--- src/rtl/report_collector_fifo.sv ---
// Tags CA processor reports with their symbol offset and buffers them in a FIFO; optional REPORT_DROP_CNT_EN adds drop_count.
// Latency: report event at edge N -> rec_valid in cycle N+1 when empty; symbol-to-report alignment is MATCH_LATENCY cycles.
// Backpressure: rec_ready low holds the head; reports arriving while full with no pop are dropped and flagged (sticky overflow).
module report_collector_fifo #(
    parameter int OFFSET_W      = 32,
    parameter int DEPTH         = 16,
    parameter int MATCH_LATENCY = 1
) (
    input  logic                       clk,
    input  logic                       rst,
    input  logic                       sym_valid,
    input  logic                       rpt_bt,
    input  logic [7:0]                 Activated_vector_t0,
    output logic                       rec_valid,
    input  logic                       rec_ready,
    output logic [OFFSET_W-1:0]        rec_offset,
    output logic [7:0]                 rec_vector,
    output logic [$clog2(DEPTH):0]     fifo_count,
    output logic                       overflow
`ifdef REPORT_DROP_CNT_EN
    ,
    output logic [15:0]                drop_count
`endif
);

    localparam int AW = $clog2(DEPTH);
    localparam int CW = AW + 1;

    typedef struct packed {
        logic [OFFSET_W-1:0] offset;
        logic [7:0]          vector;
    } rec_t;

    logic [OFFSET_W-1:0] sym_cnt;
    logic                pipe_vld [MATCH_LATENCY];
    logic [OFFSET_W-1:0] pipe_off [MATCH_LATENCY];

    rec_t                mem [DEPTH];
    logic [AW-1:0]       wr_ptr;
    logic [AW-1:0]       rd_ptr;
    logic [CW-1:0]       count;

    logic d_valid;
    logic [OFFSET_W-1:0] d_offset;
    logic rpt_evt;
    logic full;
    logic pop;
    logic push;
    logic drop;
    rec_t head;

    // Offset counter and alignment pipeline; the pipeline shifts every cycle so
    // gaps in sym_valid travel through as invalid stages.
    always_ff @(posedge clk) begin
        if (rst) begin
            sym_cnt <= '0;
            for (int i = 0; i < MATCH_LATENCY; i++) begin
                pipe_vld[i] <= 1'b0;
                pipe_off[i] <= '0;
            end
        end else begin
            if (sym_valid) begin
                sym_cnt <= sym_cnt + OFFSET_W'(1);
            end
            pipe_vld[0] <= sym_valid;
            pipe_off[0] <= sym_cnt;
            for (int i = 1; i < MATCH_LATENCY; i++) begin
                pipe_vld[i] <= pipe_vld[i-1];
                pipe_off[i] <= pipe_off[i-1];
            end
        end
    end

    assign d_valid  = pipe_vld[MATCH_LATENCY-1];
    assign d_offset = pipe_off[MATCH_LATENCY-1];

    assign rpt_evt = d_valid & rpt_bt;
    assign full    = (count == CW'(DEPTH));
    assign pop     = rec_valid & rec_ready;
    assign push    = rpt_evt & (~full | pop);
    assign drop    = rpt_evt & full & ~pop;

    always_ff @(posedge clk) begin
        if (push) begin
            mem[wr_ptr] <= '{offset: d_offset, vector: Activated_vector_t0};
        end
    end

    // When full, wr_ptr equals rd_ptr: a simultaneous pop vacates that slot on
    // the same edge, so the overwrite lands behind the new head.
    always_ff @(posedge clk) begin
        if (rst) begin
            wr_ptr   <= '0;
            rd_ptr   <= '0;
            count    <= '0;
            overflow <= 1'b0;
        end else begin
            if (push) begin
                wr_ptr <= wr_ptr + AW'(1);
            end
            if (pop) begin
                rd_ptr <= rd_ptr + AW'(1);
            end
            if (push && !pop) begin
                count <= count + CW'(1);
            end else if (pop && !push) begin
                count <= count - CW'(1);
            end
            if (drop) begin
                overflow <= 1'b1;
            end
        end
    end

`ifdef REPORT_DROP_CNT_EN
    logic [15:0] drop_cnt;

    always_ff @(posedge clk) begin
        if (rst) begin
            drop_cnt <= '0;
        end else if (drop && drop_cnt != 16'hFFFF) begin
            drop_cnt <= drop_cnt + 16'd1;
        end
    end

    assign drop_count = drop_cnt;
`endif

    // Storage is not reset, so the head is masked to zero while empty.
    assign head       = rec_valid ? mem[rd_ptr] : '0;
    assign rec_valid  = (count != '0);
    assign rec_offset = head.offset;
    assign rec_vector = head.vector;
    assign fifo_count = count;

endmodule

--- config.mk ---
export PLATFORM = sky130hd
export DESIGN_NAME = report_collector_fifo
export DESIGN_NICKNAME = d
export VERILOG_FILES = /design/src/rtl/report_collector_fifo.sv
export SDC_FILE = /design/constraint.sdc
export NUM_CORES = 1
export LEC_CHECK = 0
export ABC_AREA = 0
export CAP_MARGIN = 20
export CORE_MARGIN = 4
export CORE_UTILIZATION = 55
export DETAILED_ROUTE_END_ITERATION = 6
export GPL_TIMING_DRIVEN = 0
export PLACE_DENSITY = 0.72
export SYNTH_ARGS = -nofsm -noshare
export SYNTH_HDL_FRONTEND = slang
export SYNTH_SLANG_ARGS = --single-unit
--- constraint.sdc ---
create_clock -name clk -period 6.8 [get_ports clk]
set_input_delay 2.04 -clock clk [delete_from_list [all_inputs] [get_ports clk]]
set_output_delay 2.04 -clock clk [all_outputs]
set_load 0.005 [all_outputs]
Word-level counts from Yosys, hierarchy flattened
Memory sizes are Yosys's and may differ from the RTL's. A register that Yosys moved wholly into a read port is not among the register bits. Cells that the tools add are included.

Register bits: 46. Latch bits: 0. Bits in writable memories: 673. ROM bits: 0. Input port bits: 13. Output and inout bits: 47. Word-level logic and storage cells: 44. Memories: 3.

Memories: mem (depth 16, width 40, read ports 1, clocked after memory_dff 1, write ports 1, RTL line 38) `rec_t mem [DEPTH];`; pipe_off (depth 1, width 32, read ports 1, clocked after memory_dff 0, write ports 1, RTL line 36) `logic [OFFSET_W-1:0] pipe_off [MATCH_LATENCY];`; pipe_vld (depth 1, width 1, read ports 1, clocked after memory_dff 0, write ports 1, RTL line 35) `logic pipe_vld [MATCH_LATENCY];`.

Add/subtract/negate cells: 5. $mul: 0. Divide/modulo/power cells: 0. Magnitude comparators: 0. Eq/ne operators: 1. Shifts and indexed selects: 0. Mux-type cells: 14. Bitwise operators: 8. Reductions and logical operators: 8.

Operator list (count): 40-bit two-way mux (1); 32-bit by 1-bit adder with 32-bit output (second input constant) (1); 32-bit two-way mux (1); 32-bit OR reduction (1); 5-bit two-way mux (2); 4-bit by 1-bit adder with 4-bit output (second input constant) (2); 1-bit two-way mux (8); 4-bit two-way mux (2); 5-bit by 1-bit adder with 5-bit output (second input constant) (1); 1-bit AND (5); 5-bit == test (second input constant) (1); 5-bit nonzero test (1); 5-bit by 1-bit subtractor with 5-bit output (second input constant) (1); 1-bit logical AND (2); 1-bit zero test (2); 1-bit inverter (2); 2-bit nonzero test (1); 1-bit bitwise OR (1); 1-bit OR reduction (1).

Logic depth before layout (Yosys ltp)
Gate-level depths: netlist of run 1.

Depth after elaboration: 8. Gate-level depth with buffers: 9. Gate-level depth less buffers: 9.

Worst setup path before layout of run 1
Ideal clock, no wire load.

Path kind: input to register. Start point: in rec_ready. End point: mem mem[2][0] (netlist bit) (enable). Setup time: 487 ps. Data arrival time: 5411 ps. Required time: 6313 ps. Slack: 902 ps. Stages: 4. Buffers on the path: 0. Cells stage by stage: nor2b_1 > a21oi_1 > nand2_1 > nor3_1.

Word-level cells in the longest chain between the ends: 5.

RTL lines: from (decl) (RTL line 15) `input logic rec_ready,`; 1-bit AND (RTL line 79) `assign pop = rec_valid & rec_ready;`; 1-bit bitwise OR (RTL line 80) `assign push = rpt_evt & (~full | pop);`; 1-bit AND (RTL line 80); net push (RTL line 48) `logic push;`; 1-bit two-way mux (RTL line 84) `if (push) begin`; 1-bit two-way mux (implied by the code) (RTL line 85) `mem[wr_ptr] <= '{offset: d_offset, vector: Activated_vector_t0};`; to (decl) (RTL line 38).

The timed path passes the listed nets, and every way through them passes these cells.

==> impl_metrics.yaml, run 1 <==
hold_path:
  min_to: "overflow"
  hp-start: "overflow"
  whs_path_depth: 2
  hold_class: "reg2reg"
cts:
  post_cts_resized: 0
  cts_setup_buffers: 0
  cts_tree: "built"
  cts.sinks: 723
  htreeDepth: 3
  clock_path_buffers: 3
  cts-root-buf: "clkbuf_16"
  holdBufCountCts: 0
  clkSlewWorstSetupHoldPaths_ps: 60
  cts_buffers: 71
  clk_latency_ps: 590
final_layout:
  drive_gt1_share_pct: 22.6
  areaGrowthSynthToFinish_pct: 15.6
  fin_nets: 1513
  multi_input_area_um2: 6330
  fill_cells: 3194
  fin_util_pct: 64.5
  seq_area_um2: 20900
power_and_ir_drop:
  p_leak_uw: 0.00949
  sw_frac_of_total_pct: 24.0
  power.share.combinational_pct: 16.9
  seq_power_share_pct: 47.0
  netSwitchingPower_uw: 2470
  power_density_nw_per_um2: 325
  finalPower_uw: 10300
  p_int_uw: 7830
  ir_drop_mv: 0.207
  clkPwrFrac_pct: 36.0
floorplan:
  die_y_um: 231
  core_um2: 49200
  die_x_um: 231
  initial_core_util_pct: 55.8
  io_pins: 60
  dieArea_um2: 53500
  rows: 81
sta:
  setup_tns_ps: 0
  period_needed_ps: 5810
  hold_viol: 0
  drv_slew: 0
  finClkSkew_ps: 26.2
  relSlewSlack_pct: 27.6
  rsz0062_at_grt: "false"
  post-route-period-util_pct: 85.5
  fmax_mhz: 172
  tightest_slew_ps: 1090
  setup_viol: 0
setup_path:
  crit_type: "reg2out"
  cp.required_ps: 4760
  cp.arrival_ps: 3770
  worstSetupEndpointType: "output port"
  path_cells: "buf_2 -> clkbuf_1 -> clkbuf_1 -> mux4_2 -> mux2i_1 -> o22ai_1 -> clkdlybuf4s50_1"
  ff2ff_setup_slack_ps: 3470
  worstRegToRegCells: 9
  start_kind: "flop"
  reg2reg_to: "fifo_count[4]"
  crit_path_frequent_cell: "clkbuf_1"
  crit-reg2reg-launch: "fifo_count[0]"
  critPathMaxStageDelay_ps: 740
  cp_max_fo: 10
  slowest_stage: "clkbuf_1"
placed_design:
  portBuffers: 58
  hpwlAfterDp_mm: 36.4
  gp_congestion: 0.792
job:
  max_cap_violations: 0
detailed_routing:
  drc: 0
  drtIter0Drc: 1554
  via_count: 13654
  via_per_inst: 6.18
  firstDrtPassIters: 5
  postRouteAntennaNets: 0
  totalWireLength_mm: 59.7
  routedWlPerCell_um: 27.0
grt:
  grt_max_degree: 24
  grt-ovfl-total: 0
  grt_pass1_wl_mm: 89.6
  antenna_found_initial: 0
  grt_pass1_vias: 13920
  grt.total_usage_pct: 22.9
logic_synthesis:
  synth_edf_count: 640
  syn_area_per_cell_um2: 20.7
  synth_cells: 1323
  synth_flop_cell: "edfxtp_1"
  ys_warn_count: 0
  synth_area_um2: 27400
  ys_seq_elements: 723
  async_flop_share_pct: 0
  ys_types: 40
  synth.yosys.seq_area_share_pct: 76.2
  syn_nets: 1347
status:
  status: "finished, final reports clean"
==> through the flow <==
stage,hold slack [ps],setup slack [ps],std cells,cell area [µm²]
final,488,989,2208,31700
after global routing,522,906,2207,31700
after CTS,497,1020,2207,31700
after detailed placement,467,1600,2080,29500
after global placement,472,-3610,2045,28800
after floorplan,456,902,1323,27400
==> metal layers <==
metal  track usage (%)  routed length, µm  vias up
li1                  -                  -     5772
met1              34.3              25500     7207
met2              35.3              28400      575
met3              4.01               4430      100
met4              6.65               1340        0
met5                 0                  0        -
==> sequential cells by signal, indices dropped and copies added, names as in the netlist, named ones only <==
register,cells
fifo_count,5
mem,640
overflow,1
pipe_off,32
pipe_vld,1
rd_ptr,4
sym_cnt,32
wr_ptr,4
==> critical path: cells and delay by family (launching register included) <==
kind	cells	cell delay (ps)
muxes	2	430
AOI/OAI and AO/OA	1	420
buffers and inverters	4	2030
DFF	1	300
==> layout by cell type (no fill, tap or decap), drive strengths merged, types with 10 or more instances in the layout <==
| master | instances |
|---|---|
| a21oi | 17 |
| buf | 70 |
| clkbuf | 134 |
| clkdlybuf4s50 | 58 |
| clkinv | 21 |
| dfxtp | 83 |
| edfxtp | 640 |
| ha | 10 |
| mux2i | 85 |
| mux4 | 160 |
| nand2 | 19 |
| nor2 | 50 |
| nor2b | 33 |
| nor3 | 10 |
| o22ai | 40 |
| xor2 | 13 |
==> Yosys cell counts (all sizes together) (3+ instances only) <==
library cell | instances | area (µm²)
and3 | 6 | 37.5
or4 | 9 | 67.6
xnor2 | 9 | 78.8
mux4 | 160 | 3600
o31ai | 9 | 67.6
edfxtp | 640 | 19200
nand2b | 4 | 25.0
o21ai | 6 | 30.0
nand3 | 9 | 45.0
or3 | 6 | 42.5
dfxtp | 83 | 1660
and4 | 4 | 35.0
mux2i | 85 | 851
buf | 35 | 170
nor3 | 10 | 50.1
mux2 | 6 | 67.6
nand2 | 19 | 71.3
o22ai | 40 | 250
inv | 6 | 22.5
xor2 | 13 | 114
nor2 | 50 | 188
ha | 10 | 125
nor2b | 33 | 206
clkbuf | 33 | 124
a21oi | 17 | 85.1
nand4 | 9 | 77.6
nor4 | 3 | 18.8
==> kinds of logic (layout without fill, tap and decap cells) <==
family / Yosys count / count (layout) / share of synthesized area [%]
DFF: 723 / 723 / 76.2
muxes: 251 / 251 / 16.5
and+or+nand+nor: 163 / 163 / 3.18
AOI/OAI and AO/OA: 79 / 79 / 1.78
buffers and inverters: 74 / 294 / 1.15
xor gates and xnor gates: 22 / 22 / 0.703
adders and majority gates: 11 / 11 / 0.529
other: 0 / 1 / 0
==> worst max-delay path by stage <==
stage,start,slack (ps),endpoint,cells after the start
2_1_floorplan,rec_ready,900,mem[2][0],4
3_3_place_gp,rec_ready,-3610,mem[1][35],5
3_5_place_dp,rec_ready,1600,mem[0][35],8
4_1_cts,flop,1020,rec_offset[10],7
5_1_grt,flop,910,rec_offset[19],7
6_report,flop,990,rec_offset[10],7
==> final cells by class <==
class,instances,area share (%)
sequential,723,65.9
clock buffer,101,6.32
antenna,1,0.00789
multi-input combinational,526,20.0
clock inverter,26,0.628
timing repair buffer,93,3.60
buffer,68,0.927
inverter,6,0.0710
tap,664,2.62
==> power groups by stage <==
stage | clock network [µW] | registers, µW | logic (µW)
after global placement | 0 | 4940 | 1740
after global routing | 3970 | 4850 | 1880
final | 3710 | 4850 | 1740
after CTS | 3780 | 4850 | 1780
after floorplan | 0 | 4930 | 1030
after detailed placement | 0 | 4940 | 1770
Power figures use the tool's default switching activity.
==> inputs of run 2 (changes only) <==
- MAX_ROUTING_LAYER: not set -> met4
- RECOVER_POWER: not set -> 25
==> impl_metrics.yaml, run 2 (same netlist as run 1, synthesis figures left out) <==
placed_design:
  portBuffers: 58
  gp_congestion: 0.803
  hpwlAfterDp_mm: 36.4
  postPlaceCellArea_um2: 29500
cts:
  cts-root-buf: "clkbuf_16"
  holdBufCountCts: 0
  cts_tree: "built"
  htreeDepth: 3
  cts_setup_buffers: 0
  cts.sinks: 723
  clk_latency_ps: 590
  post_cts_resized: 0
  cts_buffers: 71
  clock_path_buffers: 3
  clkSlewWorstSetupHoldPaths_ps: 60
status:
  status: "finished, final reports clean"
sta:
  post-route-period-util_pct: 85.6
  setup_viol: 0
  drv_slew: 0
  relSlewSlack_pct: 27.8
  hold_viol: 0
  rsz0062_at_grt: "false"
  tightest_slew_ps: 1080
  fmax_mhz: 172
  finClkSkew_ps: 24.6
  period_needed_ps: 5820
power_and_ir_drop:
  sw_frac_of_total_pct: 24.0
  p_leak_uw: 0.00949
  finalPower_uw: 10300
  clkPwrFrac_pct: 36.1
  seq_power_share_pct: 47.0
  netSwitchingPower_uw: 2480
  power_density_nw_per_um2: 325
  p_int_uw: 7830
  power.share.combinational_pct: 16.9
  ir_drop_mv: 0.208
floorplan:
  dieArea_um2: 53500
  core_um2: 49200
  initial_core_util_pct: 55.8
  die_x_um: 231
  rows: 81
  io_pins: 60
  die_y_um: 231
final_layout:
  final_common_cell: "edfxtp_1"
  largest_reg_flops: 640
  fin_util_pct: 64.5
  regMostFlops: "mem"
  areaGrowthSynthToFinish_pct: 15.6
  fin_nets: 1513
  drive_gt1_share_pct: 22.6
  top_regs: "mem (640), pipe_off (32), sym_cnt (32)"
  design_area_um2: 31700
  final_cell_mix: "edfxtp_1, mux4_2, mux2i_1"
grt:
  antenna_found_initial: 0
  grt_max_degree: 24
  grt_pass1_vias: 13890
  grt-ovfl-total: 0
  grt_pass1_wl_mm: 89.8
  grt.total_usage_pct: 23.6
setup_path:
  slowest_stage: "clkbuf_1"
  critPathMaxStageDelay_ps: 740
  worstRegToRegCells: 9
  cp.required_ps: 4760
  worst_path_dominant_cell_family: "buffers and inverters"
  crit_type: "reg2out"
  crit_path_frequent_cell: "clkbuf_1"
  worstSetupEndpointType: "output port"
  crit-reg2reg-launch: "fifo_count[0]"
  path_cells: "buf_2 -> clkbuf_1 -> clkbuf_1 -> mux4_2 -> mux2i_1 -> o22ai_1 -> clkdlybuf4s50_1"
  reg2reg_to: "fifo_count[4]"
  ff2ff_setup_slack_ps: 3490
  start_kind: "flop"
  path_buf_inv: 4
  cp_max_fo: 10
  cp.arrival_ps: 3780
hold_path:
  hold_class: "reg2reg"
  hp-start: "overflow"
  whs_path_depth: 2
  min_to: "overflow"
detailed_routing:
  via_per_inst: 6.18
  drtIter0Drc: 1700
  totalWireLength_mm: 59.7
  routedWlPerCell_um: 27.1
  firstDrtPassIters: 5
  drc: 0
  postRouteAntennaNets: 0
  via_count: 13635
job:
  max_cap_violations: 0
[run 2: per-stage QoR]
stage                     setup TNS [ps]  std cells  hold WS [ps]  setup WS (ps)
after floorplan                        0       1323           456            902
after global placement           -922360       2045           472          -3610
after detailed placement               0       2080           467           1600
after CTS                              0       2207           497           1020
after global routing                   0       2207           522            881
final                                  0       2208           488            980
[run 2: worst min-delay path, stage by stage, from the launching register on]
cell and delay (ps):
dfxtp_1 330, a41oi_1 50, nor2_1 70
[run 2: cell type report]
class / instances / area (µm²)
buffer: 68 / 294
clock buffer: 101 / 2000
timing repair buffer: 93 / 1140
clock inverter: 26 / 199
fill: 3194 / 17500
tap: 664 / 831
multi-input combinational: 526 / 6330
inverter: 6 / 22.5
sequential: 723 / 20900
antenna: 1 / 2.50
[run 2: worst max-delay path by stage]
stage	slack (ps)	cells past startpoint	end	from
final	980	7	rec_offset[10]	flop
after global routing	880	7	rec_offset[19]	flop
after CTS	1020	7	rec_offset[10]	flop
after detailed placement	1600	8	mem[0][35]	rec_ready
after global placement	-3610	5	mem[1][35]	rec_ready
after floorplan	900	4	mem[2][0]	rec_ready
[run 2: routing by layer]
layer | global-route usage, % | up-vias | part of all wire (%) | routed length (µm)
met2 | 35.3 | 620 | 47 | 28300
met1 | 34.7 | 7155 | 42 | 25300
met3 | 3.85 | 90 | 8.1 | 4840
met5 | - | - | 0 | 0
met4 | 6.58 | 0 | 2.0 | 1220
li1 | - | 5770 | - | -
[run 2: power by group through the flow]
stage	Clock (µW)	Combinational, µW	Sequential, µW
after CTS	3780	1780	4850
after detailed placement	0	1770	4940
final	3720	1740	4850
after global placement	0	1740	4940
after global routing	3970	1880	4850
after floorplan	0	1030	4930
